<file path="src/rtl/jtag_debug_control.sv">
// jtag_debug_control: cpu_clk-oversampled JTAG TAP with core halt/reset control and IMEM/DMEM word access
module jtag_debug_control #(
  parameter logic [31:0] IDCODE = 32'h5236_4001,
  parameter int IR_WIDTH = 4
) (
  input  logic        cpu_clk,
  input  logic        sys_rstn,
  input  logic        jtag_tck,
  input  logic        jtag_tms,
  input  logic        jtag_tdi,
  input  logic        jtag_trst,
  output logic        jtag_tdo,
  output logic [63:0] cpu_imem_addr,
  output logic [63:0] cpu_debug_to_imem_data,
  input  logic [63:0] cpu_imem_to_debug_data,
  input  logic        cpu_imem_to_debug_data_ready,
  output logic        cpu_imem_ce,
  output logic        cpu_imem_we,
  output logic [63:0] cpu_dmem_addr,
  output logic [63:0] cpu_debug_to_dmem_data,
  input  logic [63:0] cpu_dmem_to_debug_data,
  input  logic        cpu_dmem_to_debug_data_ready,
  output logic        cpu_dmem_ce,
  output logic        cpu_dmem_we,
  output logic        cpu_resetn_cpu,
  output logic        cpu_halt_cpu
);
  typedef enum logic [3:0] {
    TLR, RTI, SEL_DR, CAP_DR, SH_DR, EX1_DR, PA_DR, EX2_DR, UPD_DR,
    SEL_IR, CAP_IR, SH_IR, EX1_IR, PA_IR, EX2_IR, UPD_IR
  } tap_e;
  tap_e tap_q, tap_d;
  logic [2:0] tck_sync_q, tck_sync_d;
  logic [1:0] tms_sync_q, tms_sync_d, tdi_sync_q, tdi_sync_d, trst_sync_q, trst_sync_d;
  logic [IR_WIDTH-1:0] ir_q, ir_d, ir_sh_q, ir_sh_d;
  logic [63:0] dr_q, dr_d, ia_q, ia_d, id_q, id_d, da_q, da_d, dd_q, dd_d;
  logic [63:0] imem_rl_q, imem_rl_d, dmem_rl_q, dmem_rl_d, dr_cap;
  logic tdo_q, tdo_d, halt_q, halt_d, resetn_q, resetn_d;
  logic imem_rdy_q, imem_rdy_d, dmem_rdy_q, dmem_rdy_d;
  logic im_wp_q, im_wp_d, im_rp_q, im_rp_d, dm_wp_q, dm_wp_d, dm_rp_q, dm_rp_d;
  logic im_ce_q, im_ce_d, im_we_q, im_we_d, dm_ce_q, dm_ce_d, dm_we_q, dm_we_d;
  logic tck_rise, tck_fall, tms, tdi, trst_n, upd;
  logic sel_id, sel_ctrl, sel_ia, sel_idat, sel_da, sel_dd;
  logic iw, irn, dw, drn;
  logic [6:0] dr_len;
  assign tck_rise = tck_sync_q[1] & ~tck_sync_q[2];
  assign tck_fall = ~tck_sync_q[1] & tck_sync_q[2];
  assign tms = tms_sync_q[1];
  assign tdi = tdi_sync_q[1];
  assign trst_n = trst_sync_q[1];
  assign sel_id = ir_q == IR_WIDTH'(1);
  assign sel_ctrl = ir_q == IR_WIDTH'(2);
  assign sel_ia = ir_q == IR_WIDTH'(3);
  assign sel_idat = ir_q == IR_WIDTH'(4);
  assign sel_da = ir_q == IR_WIDTH'(5);
  assign sel_dd = ir_q == IR_WIDTH'(6);
  assign upd = tck_fall && tap_q == UPD_DR;
  assign jtag_tdo = tdo_q;
  assign cpu_imem_addr = ia_q;
  assign cpu_debug_to_imem_data = id_q;
  assign cpu_dmem_addr = da_q;
  assign cpu_debug_to_dmem_data = dd_q;
  assign cpu_imem_ce = im_ce_q;
  assign cpu_imem_we = im_we_q;
  assign cpu_dmem_ce = dm_ce_q;
  assign cpu_dmem_we = dm_we_q;
  assign cpu_resetn_cpu = resetn_q;
  assign cpu_halt_cpu = halt_q;
  always_comb begin
    tap_d = tap_q;
    if (tck_rise)
      case (tap_q)
        TLR:    tap_d = tms ? TLR : RTI;
        RTI:    tap_d = tms ? SEL_DR : RTI;
        SEL_DR: tap_d = tms ? SEL_IR : CAP_DR;
        CAP_DR: tap_d = tms ? EX1_DR : SH_DR;
        SH_DR:  tap_d = tms ? EX1_DR : SH_DR;
        EX1_DR: tap_d = tms ? UPD_DR : PA_DR;
        PA_DR:  tap_d = tms ? EX2_DR : PA_DR;
        EX2_DR: tap_d = tms ? UPD_DR : SH_DR;
        UPD_DR: tap_d = tms ? SEL_DR : RTI;
        SEL_IR: tap_d = tms ? TLR : CAP_IR;
        CAP_IR: tap_d = tms ? EX1_IR : SH_IR;
        SH_IR:  tap_d = tms ? EX1_IR : SH_IR;
        EX1_IR: tap_d = tms ? UPD_IR : PA_IR;
        PA_IR:  tap_d = tms ? EX2_IR : PA_IR;
        EX2_IR: tap_d = tms ? UPD_IR : SH_IR;
        UPD_IR: tap_d = tms ? SEL_DR : RTI;
        default: tap_d = TLR;
      endcase
    if (!trst_n) tap_d = TLR;
  end
  always_comb begin
    tck_sync_d = {tck_sync_q[1:0], jtag_tck};
    tms_sync_d = {tms_sync_q[0], jtag_tms};
    tdi_sync_d = {tdi_sync_q[0], jtag_tdi};
    trst_sync_d = {trst_sync_q[0], jtag_trst};
    dr_len = sel_id ? 7'd32 : sel_ctrl ? 7'd2 : (sel_ia | sel_idat | sel_da | sel_dd) ? 7'd64 : 7'd1;
    dr_cap = sel_id ? {32'b0, IDCODE} : sel_ctrl ? {62'b0, ~resetn_q, halt_q} : sel_ia ? ia_q :
             sel_idat ? imem_rl_q : sel_da ? da_q : sel_dd ? dmem_rl_q : 64'b0;
    ir_d = (tap_q == TLR || !trst_n) ? IR_WIDTH'(1) : (tck_fall && tap_q == UPD_IR) ? ir_sh_q : ir_q;
    ir_sh_d = !tck_rise ? ir_sh_q : tap_q == CAP_IR ? IR_WIDTH'(5) :
              tap_q == SH_IR ? {tdi, ir_sh_q[IR_WIDTH-1:1]} : ir_sh_q;
    dr_d = !tck_rise ? dr_q : tap_q == CAP_DR ? dr_cap :
           tap_q == SH_DR ? (dr_q >> 1) | (64'(tdi) << (dr_len - 7'd1)) : dr_q;
    tdo_d = tck_fall ? (tap_q == SH_IR ? ir_sh_q[0] : tap_q == SH_DR ? dr_q[0] : 1'b0) : tdo_q;
    halt_d = upd && sel_ctrl ? dr_q[0] : halt_q;
    resetn_d = upd && sel_ctrl ? ~dr_q[1] : resetn_q;
    ia_d = upd && sel_ia ? dr_q : ia_q;
    id_d = upd && sel_idat ? dr_q : id_q;
    da_d = upd && sel_da ? dr_q : da_q;
    dd_d = upd && sel_dd ? dr_q : dd_q;
    iw = halt_d & im_wp_q;
    irn = halt_d & ~im_wp_q & im_rp_q;
    dw = halt_d & ~im_wp_q & ~im_rp_q & dm_wp_q;
    drn = halt_d & ~im_wp_q & ~im_rp_q & ~dm_wp_q & dm_rp_q;
    im_wp_d = halt_d & ((upd & sel_idat) | (im_wp_q & ~iw));
    im_rp_d = halt_d & ((upd & sel_ia) | iw | (im_rp_q & ~irn));
    dm_wp_d = halt_d & ((upd & sel_dd) | (dm_wp_q & ~dw));
    dm_rp_d = halt_d & ((upd & sel_da) | dw | (dm_rp_q & ~drn));
    im_ce_d = iw | irn;
    im_we_d = iw;
    dm_ce_d = dw | drn;
    dm_we_d = dw;
    imem_rdy_d = cpu_imem_to_debug_data_ready;
    dmem_rdy_d = cpu_dmem_to_debug_data_ready;
    imem_rl_d = imem_rdy_q ? cpu_imem_to_debug_data : imem_rl_q;
    dmem_rl_d = dmem_rdy_q ? cpu_dmem_to_debug_data : dmem_rl_q;
  end
  always_ff @(posedge cpu_clk) begin
    if (!sys_rstn) begin
      tck_sync_q <= '0;
      tms_sync_q <= '1;
      tdi_sync_q <= '0;
      trst_sync_q <= '1;
      tap_q <= TLR;
      ir_q <= IR_WIDTH'(1);
      ir_sh_q <= '0;
      dr_q <= '0;
      tdo_q <= 1'b0;
      halt_q <= 1'b0;
      resetn_q <= 1'b1;
      ia_q <= '0;
      id_q <= '0;
      da_q <= '0;
      dd_q <= '0;
      imem_rl_q <= '0;
      dmem_rl_q <= '0;
      imem_rdy_q <= 1'b0;
      dmem_rdy_q <= 1'b0;
      im_wp_q <= 1'b0;
      im_rp_q <= 1'b0;
      dm_wp_q <= 1'b0;
      dm_rp_q <= 1'b0;
      im_ce_q <= 1'b0;
      im_we_q <= 1'b0;
      dm_ce_q <= 1'b0;
      dm_we_q <= 1'b0;
    end else begin
      tck_sync_q <= tck_sync_d;
      tms_sync_q <= tms_sync_d;
      tdi_sync_q <= tdi_sync_d;
      trst_sync_q <= trst_sync_d;
      tap_q <= tap_d;
      ir_q <= ir_d;
      ir_sh_q <= ir_sh_d;
      dr_q <= dr_d;
      tdo_q <= tdo_d;
      halt_q <= halt_d;
      resetn_q <= resetn_d;
      ia_q <= ia_d;
      id_q <= id_d;
      da_q <= da_d;
      dd_q <= dd_d;
      imem_rl_q <= imem_rl_d;
      dmem_rl_q <= dmem_rl_d;
      imem_rdy_q <= imem_rdy_d;
      dmem_rdy_q <= dmem_rdy_d;
      im_wp_q <= im_wp_d;
      im_rp_q <= im_rp_d;
      dm_wp_q <= dm_wp_d;
      dm_rp_q <= dm_rp_d;
      im_ce_q <= im_ce_d;
      im_we_q <= im_we_d;
      dm_ce_q <= dm_ce_d;
      dm_we_q <= dm_we_d;
    end
  end
endmodule

</file>
<file path="config.mk">
export PLATFORM = sky130hd
export DESIGN_NAME = jtag_debug_control
export DESIGN_NICKNAME = d
export VERILOG_FILES = /design/src/rtl/jtag_debug_control.sv
export SDC_FILE = /design/constraint.sdc
export NUM_CORES = 1
export LEC_CHECK = 0
export BUFFER_PORTS_ARGS = -buffer_cell sky130_fd_sc_hd__buf_4
export CORE_ASPECT_RATIO = 0.7
export CORE_MARGIN = 10
export CORE_UTILIZATION = 55
export CTS_CLUSTER_SIZE = 16
export DETAILED_ROUTE_END_ITERATION = 10
export GPL_TIMING_DRIVEN = 0
export HOLD_SLACK_MARGIN = 0.06
export PLACE_DENSITY = 0.81
export SLEW_MARGIN = 15
export SYNTH_ARGS = -nofsm -noshare
export SYNTH_HDL_FRONTEND = slang
export SYNTH_SLANG_ARGS = --single-unit
</file>
<file path="constraint.sdc">
create_clock -name cpu_clk -period 3.55 [get_ports cpu_clk]
set_clock_uncertainty 0.05 [all_clocks]
set_input_delay 0.71 -clock cpu_clk [delete_from_list [all_inputs] [get_ports cpu_clk]]
set_output_delay 0.71 -clock cpu_clk [all_outputs]
set_load 0.02 [all_outputs]
</file>
==> qor.csv, run 1 <==
stage,metric,value,unit
placed_design,portBuffers,397,
route,drt_iter0_markers,2258,
route,wl_per_cell,24.6,um
synthesis,synth_top_cell_by_area,dfxtp_1,
layout,area_delta_synth_final,25.1,%
pwr,p_leak,0.00987,uW
synthesis,avgSynthCellArea,8.88,um^2
route,num_vias,20000,
grt,track_usage,33.7,%
synthesis,synthTopCellsByArea,"dfxtp_1 46%, nand2_1 9.6%, a21boi_0 7.8%",
placed_design,dpl.cell_count,3225,
die,die_h,183,um
synthesis,synth-edff-count,0,
critical_path,worstPathArrival,3.70,ns
timing,timing.final.ws_setup,0.290,ns
clock_network,ctsResizeCount,0,
clock_network,numCtsBuffers,46,
layout,fill_cells,2956,
grt,grt_max_degree,16,
timing,tightest_slew,1.23,ns
clock_network,cts_setup_buffers,0,
timing,period_needed,3.26,ns
synthesis,ys_ff_latch,482,
pwr,p_total,11300,uW
route,drt.antenna.violating_nets,0,
clock_network,cts_tree,yes,
critical_path,crit_chain,nor4bb_1 -> nand2_1 -> a21oi_2 -> buf_2 -> a221oi_1 -> a21oi_1,
route,drc,0,
synthesis,syn_nets,2478,
hold_path,worstHoldPathCells,2,
critical_path,cp-end-kind,register,
die,die_w,252,um
layout,fin_area,0.0260,mm^2
clock_network,clkSinkCount,482,
synthesis,synth.top_cell.area_share,46.4,%
synthesis,synthesis.instances,2340,
clock_network,cts.path.max_buffers,3,
grt,grt_pass1_wl,120000,um
timing,fmax,0.307,GHz
timing,slew_headroom,17.0,%
layout,ff_latch_area,0.00965,mm^2
die,pin_count,399,
grt,antenna_found_initial,1,
die,core_area,0.0372,mm^2
critical_path,critical_path_required,3.99,ns
flow_run,cap_violations,0,
timing,hold_viol,0,
grt,globalRouteOverflowTotal,0,
synthesis,synth_area,0.0208,mm^2
layout,drive_gt1_share,19.3,%
synthesis,synthFlopType,dfxtp_1,
synthesis,synth_cell_types,71,
route,drt-total-wl,81600,um
pwr,power_density,436,mW/mm^2
synthesis,synthTopCellsByCount,"534 x nand2_1, 482 x dfxtp_1, 216 x a21boi_0, 192 x nor2b_1, 133 x mux2i_1",
die,rows,59,
grt,grt_pass1_vias,19200,
clock_network,clk_pin_slew,0.07,ns
timing,setup_tns,0,ns
placed_design,dpl_cell_area,0.0244,mm^2
critical_path,slowest_stage,nor4bb_1,
layout,multi_input_area,0.0102,mm^2
synthesis,ys_seq_area_share,46.4,%
critical_path,reg2regPathDepth,6,
layout,num-nets-final,2923,
synthesis,yosysMostFrequentCell,nand2_1,
route,vias_per_cell,6.03,
placed_design,dp_hpwl,60400,um
hold_path,min_path_type,in -> reg,
synthesis,synth-async-reset-ratio,0,%
timing,grt_setup_unrepaired,no,
die,die-area,0.0461,mm^2
timing,setup_viol_count_final,0,
synthesis,yosys_warnings,0,
timing,period_share,91.8,%
timing,slew_viol_final,0,
clock_network,hold_buffers,0,
route,first_pass_iters,6,
run_status,outcome,"complete, no violations",
critical_path,critPathKind,reg -> reg,
placed_design,routabilityCongestion,0.958,
die,initial_core_util,55.9,%
placed_design,dp_worst_setup_slack,0.447,ns
layout,fin_cells,3313,
pwr,peakVddDrop,0.307,mV
critical_path,cpPeakStageDelay,1.03,ns
critical_path,start_kind,register,
clock_network,clk_latency,0.58,ns
clock_network,root_buffer,clkbuf_16,
critical_path,crit_fanout,10,
clock_network,htree_levels,2,
==> routing by layer <==
layer | share of wire [%] | track usage (%) | wire [um]
met1 | 41 | 44.0 | 33500
met2 | 44 | 52.3 | 36000
met3 | 11 | 9.45 | 8950
met4 | 3.8 | 12.8 | 3070
met5 | 0 | 0 | 0
==> cells in the final DEF, fill, tap and decap left out, types with 5 or more instances in the layout <==
cell type / Yosys / final
nand2_1: 534 / 534
dfxtp_1: 482 / 482
buf_4: 22 / 419
a21boi_0: 216 / 216
nor2b_1: 192 / 192
clkbuf_1: 132 / 138
mux2i_1: 133 / 133
nand2b_1: 70 / 70
nor2_1: 69 / 69
o21ai_0: 66 / 66
a32o_1: 54 / 54
a221oi_1: 54 / 54
o2bb2ai_1: 52 / 52
clkbuf_16: 0 / 47
a21boi_1: 43 / 43
buf_2: 32 / 32
a21oi_1: 25 / 25
and2_1: 17 / 17
clkbuf_8: 0 / 14
buf_1: 13 / 13
or4_1: 11 / 11
nand3_1: 8 / 8
inv_1: 8 / 8
o211ai_1: 8 / 8
a311oi_1: 7 / 7
clkinv_2: 0 / 7
a2bb2oi_1: 6 / 6
o21a_1: 6 / 6
diode_2: 0 / 5
nor3_1: 5 / 5
bufinv_16: 0 / 5
==> cell families after synthesis <==
group / count (synthesis) / share of synthesized area, %
AOI/OAI and AO/OA: 571 / 21.1
xor gates and xnor gates: 2 / 0.0843
adders and majority gates: 2 / 0.120
buffers and inverters: 210 / 4.46
DFF: 482 / 46.4
muxes: 135 / 6.51
and+or+nand+nor: 938 / 21.3
==> worst max-delay path, delay by kind of cell (launching register included) <==
family / cells / cell delay [ns]
buf+inv: 1 / 0.41
simple gates: 2 / 1.29
compound gates: 3 / 0.97
flops: 1 / 0.46
==> report_power, final <==
group / switching (uW) / internal (uW) / total (uW) / leakage [uW]
registers: 43.0 / 5480 / 5530 / 0.00390
logic: 262 / 269 / 531 / 0.00518
clock network: 2180 / 3080 / 5270 / 0.000794
==> sequential cells by signal, indices dropped and copies added (netlist names), 4 cells and up <==
signal	count
dr_q	64
cpu_imem_addr	64
cpu_dmem_addr	64
cpu_debug_to_dmem_data	64
ir_sh_q	4
ir_q	4
imem_rl_q	64
dmem_rl_q	64
cpu_debug_to_imem_data	64
tap_q	4
==> per-stage QoR <==
step / hold WS [ns] / util, %
6_report: 0.276 / 69.9
2_1_floorplan: 0.336 / -
5_1_grt: 0.282 / 69.8
3_3_place_gp: 0.348 / 65.5
4_1_cts: 0.266 / 69.8
3_5_place_dp: 0.355 / 65.5
==> final timing paths <==
kind	startpoint	to	slack, ns
setup / recovery	tap_q[1]	dr_q[31]	0.29
setup reg to reg	tap_q[1]	dr_q[31]	0.29
hold / removal	jtag_tms	tms_sync_q[0]	0.28
hold reg to reg	tms_sync_q[0]	tms_sync_q[1]	0.37
==> cell type report <==
class                   instances  share of cell area [%]
multi-input cells            1648                    39.3
flip-flops and latches        482                    37.1
diodes                          5                  0.0481
clock buffers                  67                    5.35
clock inverters                16                   0.838
repair buffers                397                    11.5
plain buffers                 201                    3.43
well taps                     488                    2.35
inverters                       9                   0.130
No activity file was read; power rests on OpenSTA's default activity.
==> run 2: changes to the inputs <==
--- a/config.mk
+++ b/config.mk
@@ -7,7 +7,6 @@
 export LEC_CHECK = 0
 export BUFFER_PORTS_ARGS = -buffer_cell sky130_fd_sc_hd__buf_4
 export CORE_ASPECT_RATIO = 0.7
-export CORE_MARGIN = 10
 export CORE_UTILIZATION = 55
 export CTS_CLUSTER_SIZE = 16
 export DETAILED_ROUTE_END_ITERATION = 10
==> qor.csv, run 2 (synthesis gave the netlist of run 1 again) <==
stage,metric,value,unit
run_status,outcome,"complete, no violations",
clock_network,cts_tree,yes,
clock_network,htree_levels,2,
die,core_area,0.0372,mm^2
placed_design,dpl_cell_area,0.0244,mm^2
route,drc,0,
timing,whs,0.272,ns
clock_network,ctsResizeCount,0,
critical_path,cp-end-kind,register,
pwr,peakVddDrop,0.358,mV
die,die-area,0.0386,mm^2
critical_path,critPathMostFrequentCell,buf_2,
route,wl_per_cell,23.4,um
grt,grt_max_degree,16,
clock_network,cts_setup_buffers,0,
timing,slew_viol_final,0,
route,drt-total-wl,77400,um
timing,tightest_slew,1.25,ns
placed_design,dp_hpwl,56800,um
die,die_h,165,um
placed_design,portBuffers,397,
critical_path,slowest_stage,dfxtp_1,
route,first_pass_iters,5,
grt,track_usage,38.7,%
critical_path,crit_fanout,10,
route,wl_met2,32800,um
layout,final_common_cell,nand2_1,
timing,grt_setup_unrepaired,no,
clock_network,clk_pin_slew,0.06,ns
critical_path,cpPeakStageDelay,0.46,ns
grt,grt_pass1_wl,112000,um
critical_path,critPathKind,reg -> reg,
route,num_vias,20000,
layout,layout_common_cells,"534 x nand2_1, 482 x dfxtp_1, 419 x buf_4, 216 x a21boi_0, 192 x nor2b_1",
timing,period_needed,3.25,ns
route,wl_met1,32400,um
critical_path,critical-path-top-delay-family,buffers and inverters,
clock_network,clk_latency,0.57,ns
timing,setup_viol_count_final,0,
route,vias_per_cell,6.03,
route,met3_wirelength,9110,um
layout,fin_area,0.0259,mm^2
clock_network,cts.path.max_buffers,3,
die,rows,59,
route,top_layer_used,met4,
layout,fin_util,69.7,%
timing,setup_tns,0,ns
clock_network,clkSinkCount,482,
flow_run,cap_violations,0,
timing,slew_headroom,16.6,%
pwr,power_density,432,mW/mm^2
pwr,p_leak,0.00986,uW
timing,hold_viol,0,
layout,ff_latch_area,0.00965,mm^2
layout,num-nets-final,2923,
clock_network,numCtsBuffers,46,
critical_path,critical_path_required,3.94,ns
route,drt.antenna.violating_nets,0,
placed_design,routabilityCongestion,0.959,
clock_network,root_buffer,clkbuf_16,
die,die_w,234,um
critical_path,crit_chain,buf_2 -> clkbuf_1 -> buf_2 -> nand4_1 -> buf_2 -> clkbuf_1 -> nand2_1 -> a21boi_0,
layout,area_delta_synth_final,24.8,%
grt,antenna_found_initial,4,
route,drt_iter0_markers,2566,
die,pin_count,399,
critical_path,worstPathArrival,3.65,ns
die,initial_core_util,55.9,%
grt,globalRouteOverflowTotal,0,
critical_path,start_kind,register,
hold_path,min_path_type,in -> reg,
clock_network,hold_buffers,0,
grt,grt_pass1_vias,18400,
timing,period_share,91.7,%
layout,drive_gt1_share,19.2,%
timing,fmax,0.307,GHz
critical_path,path_buf_inv,5,
layout,multi_input_area,0.0102,mm^2
layout,fill_cells,2952,
[run 2: cell types whose count changed in the layout (fill, tap and decap cells not counted), moves of 2 or more]
cell,before,now
bufinv_16,5,3
clkbuf_1,138,141
clkbuf_16,47,49
clkbuf_8,14,10
clkinv_2,7,10
diode_2,5,2
[run 2: worst paths after layout]
| check | startpoint | endpoint | slack [ns] | cells past startpoint |
|---|---|---|---|---|
| max | ir_q[1] | cpu_debug_to_dmem_data[5] | 0.30 | 8 |
| min | jtag_trst | trst_sync_q[0] | 0.27 | 2 |
| max reg2reg | ir_q[1] | cpu_debug_to_dmem_data[5] | 0.30 | 8 |
| min reg2reg | tms_sync_q[0] | tms_sync_q[1] | 0.37 | 1 |
[run 2: final cells by class]
| type | instances | area share [%] |
|---|---|---|
| multi-input combinational | 1648 | 39.3 |
| sequential | 482 | 37.2 |
| timing repair buffer | 397 | 11.5 |
| clock buffer | 68 | 5.39 |
| buffer | 201 | 3.44 |
| tap | 488 | 2.35 |
| clock inverter | 16 | 0.646 |
| inverter | 9 | 0.130 |
| antenna | 2 | 0.0193 |
[run 2: layer usage]
metal  vias to the layer above  track usage, %
li1                       8923               -
met1                      9587            53.3
met2                      1255            57.9
met3                       196            9.75
met4                         0            15.4
met5                         -           0.651
[run 2: worst reg2reg max path, delay by kind of cell (launching register included)]
kind / cells / cell delay (ns)
flops: 1 / 0.46
compound gates: 1 / 0.11
buf+inv: 5 / 2.00
simple gates: 2 / 0.52
[run 2: metrics by stage]
| stage | setup slack (ns) | std cells | power [uW] |
|---|---|---|---|
| finish | 0.295 | 3311 | 11200 |
| global route | 0.173 | 3311 | 11500 |
| CTS | 0.424 | 3309 | 11200 |
| floorplan | 0.870 | 2340 | 5920 |
| detailed placement | 0.439 | 3225 | 6160 |
| global placement | 0.533 | 3225 | 6150 |
[run 2: power by group]
group | switching (uW) | total (uW) | leakage (uW) | internal, uW
Combinational | 257 | 526 | 0.00518 | 269
Clock | 2210 | 5170 | 0.000779 | 2960
Sequential | 43.1 | 5530 | 0.00390 | 5480
Total | 2510 | 11200 | 0.00986 | 8710
==> run 3: changes to the inputs <==
--- a/config.mk
+++ b/config.mk
@@ -7,12 +7,12 @@
 export LEC_CHECK = 0
 export BUFFER_PORTS_ARGS = -buffer_cell sky130_fd_sc_hd__buf_4
 export CORE_ASPECT_RATIO = 0.7
-export CORE_UTILIZATION = 55
+export CORE_UTILIZATION = 50
 export CTS_CLUSTER_SIZE = 16
 export DETAILED_ROUTE_END_ITERATION = 10
 export GPL_TIMING_DRIVEN = 0
 export HOLD_SLACK_MARGIN = 0.06
-export PLACE_DENSITY = 0.81
+export PLACE_DENSITY = 0.78
 export SLEW_MARGIN = 15
 export SYNTH_ARGS = -nofsm -noshare
 export SYNTH_HDL_FRONTEND = slang
==> constraint.sdc (replaced) <==
create_clock -name cpu_clk -period 2.7 [get_ports cpu_clk]
set_clock_uncertainty 0.05 [all_clocks]
set_input_delay 0.54 -clock cpu_clk [delete_from_list [all_inputs] [get_ports cpu_clk]]
set_output_delay 0.54 -clock cpu_clk [all_outputs]
set_load 0.02 [all_outputs]
==> qor.csv, run 3 (synthesis gave the netlist of run 1 again) <==
stage,metric,value,unit
critical_path,critical-path-top-delay-family,buffers and inverters,
critical_path,path_buf_inv,3,
pwr,p_switching,3260,uW
layout,num-nets-final,2928,
layout,area_delta_synth_final,26.3,%
die,pin_count,399,
clock_network,cts_tree,yes,
critical_path,crit_fanout,10,
route,wl_per_cell,23.4,um
pwr,peakVddDrop,0.462,mV
pwr,netSwitchingFraction,21.8,%
grt,track_usage,35.9,%
critical_path,cpPeakStageDelay,0.78,ns
layout,layout_common_cells,"534 x nand2_1, 481 x dfxtp_1, 427 x buf_4, 216 x a21boi_0, 192 x nor2b_1",
critical_path,cp-end-kind,register,
route,num_vias,19900,
die,rows,62,
timing,setup_viol_count_final,0,
die,die-area,0.0424,mm^2
placed_design,routabilityCongestion,0.956,
critical_path,start_kind,register,
clock_network,numCtsBuffers,47,
die,die_w,246,um
critical_path,critical_path_required,3.15,ns
pwr,p_leak,0.00995,uW
layout,fin_area,0.0263,mm^2
run_status,outcome,"complete, no violations",
route,drt.antenna.violating_nets,0,
clock_network,cts.path.max_buffers,3,
pwr,power_density,571,mW/mm^2
clock_network,clkSinkCount,482,
timing,slew_viol_final,0,
route,drt-total-wl,78800,um
clock_network,htree_levels,2,
critical_path,worstPathArrival,3.15,ns
placed_design,dp_hpwl,58300,um
clock_network,clk_pin_slew,0.06,ns
placed_design,dpl_cell_area,0.0244,mm^2
pwr,pwr-share-comb,4.7,%
clock_network,hold_buffers,0,
layout,final_common_cell,nand2_1,
die,die_h,173,um
critical_path,crit_chain,buf_2 -> nand4bb_1 -> clkbuf_1 -> clkbuf_1 -> a221oi_1 -> nor2_1,
layout,fill_cells,3457,
route,drt_iter0_markers,2283,
grt,antenna_found_initial,2,
timing,period_share,99.9,%
clock_network,root_buffer,clkbuf_16,
grt,grt_max_degree,15,
placed_design,portBuffers,397,
hold_path,min_path_type,in -> reg,
timing,slew_headroom,24.9,%
timing,period_needed,2.70,ns
flow_run,cap_violations,0,
layout,drive_gt1_share,20.1,%
timing,hold_viol,0,
pwr,p_total,15000,uW
die,core_area,0.0410,mm^2
pwr,internal-power,11700,uW
timing,tightest_slew,1.13,ns
critical_path,critPathMostFrequentCell,clkbuf_1,
grt,grt_pass1_wl,116000,um
critical_path,critPathKind,reg -> reg,
timing,fmax,0.371,GHz
layout,multi_input_area,0.0103,mm^2
grt,grt_pass1_vias,19000,
route,vias_per_cell,5.89,
grt,globalRouteOverflowTotal,0,
layout,ff_latch_area,0.00965,mm^2
clock_network,clk_latency,0.57,ns
die,initial_core_util,50.7,%
critical_path,slowest_stage,clkbuf_1,
timing,grt_setup_unrepaired,no,
route,drc,0,
route,first_pass_iters,8,
pwr,seq_power_share,48.5,%
pwr,pwr-share-clk,46.8,%
## run 3: worst paths after layout
check | startpoint | cells past startpoint | slack (ns) | endpoint
worst max-delay path | tap_q[3] | 6 | 0.001 | dr_q[12]
worst min register to register | tms_sync_q[0] | 1 | 0.36 | tms_sync_q[1]
worst min-delay path | jtag_tms | 2 | 0.11 | tms_sync_q[0]
worst max register to register | tap_q[3] | 6 | 0.001 | dr_q[12]
## run 3: stage by stage
stage / cells / worst slack, ns / utilization (%) / hold WS (ns) / setup TNS, ns
after detailed placement: 3281 / -0.445 / 59.7 / 0.346 / -40.82
final: 3371 / 0.00145 / 64.1 / 0.106 / 0
after global placement: 3281 / -0.425 / 59.7 / 0.339 / -38.78
after floorplan: 2340 / 0.0200 / - / 0.336 / 0
after CTS: 3368 / 0.00876 / 63.9 / 0.0926 / 0
after global routing: 3371 / 0.00268 / 64.1 / 0.118 / 0
## run 3: cell type report
| cell class | instances | share of cell area [%] |
|---|---|---|
| Inverter | 9 | 0.133 |
| Antenna cell | 2 | 0.0191 |
| Clock buffer | 76 | 5.71 |
| Multi-Input combinational cell | 1648 | 39.3 |
| Buffer | 200 | 3.46 |
| Clock inverter | 8 | 0.543 |
| Sequential cell | 482 | 36.8 |
| Timing Repair Buffer | 402 | 11.5 |
| Tap cell | 544 | 2.59 |
## run 3: per-layer routing
metal	global-route usage, %	up-vias	routed length [um]	part of all wire (%)
li1	-	8950	-	-
met1	50.2	9502	33400	42
met2	53.7	1210	33900	43
met3	7.26	194	8010	10
met4	15.2	0	3450	4.4
met5	0	-	0	0
## run 3: what timing repair did
action | in CTS | in global routing
hold endpoints to repair | 0 | 0
setup buffers | 3 | 1
endpoints found under the setup margin | 168 | 63
pin swaps | 4 | 1
gates resized for setup | 17 | 22
gates cloned | 0 | 1
## run 3: power by group through the flow
stage / Combinational (uW) / Sequential (uW) / Clock (uW)
floorplan: 372 / 7410 / 0
global placement: 667 / 7420 / 0
detailed placement: 684 / 7420 / 0
CTS: 687 / 7270 / 7030
global route: 735 / 7270 / 7340
finish: 699 / 7270 / 7020
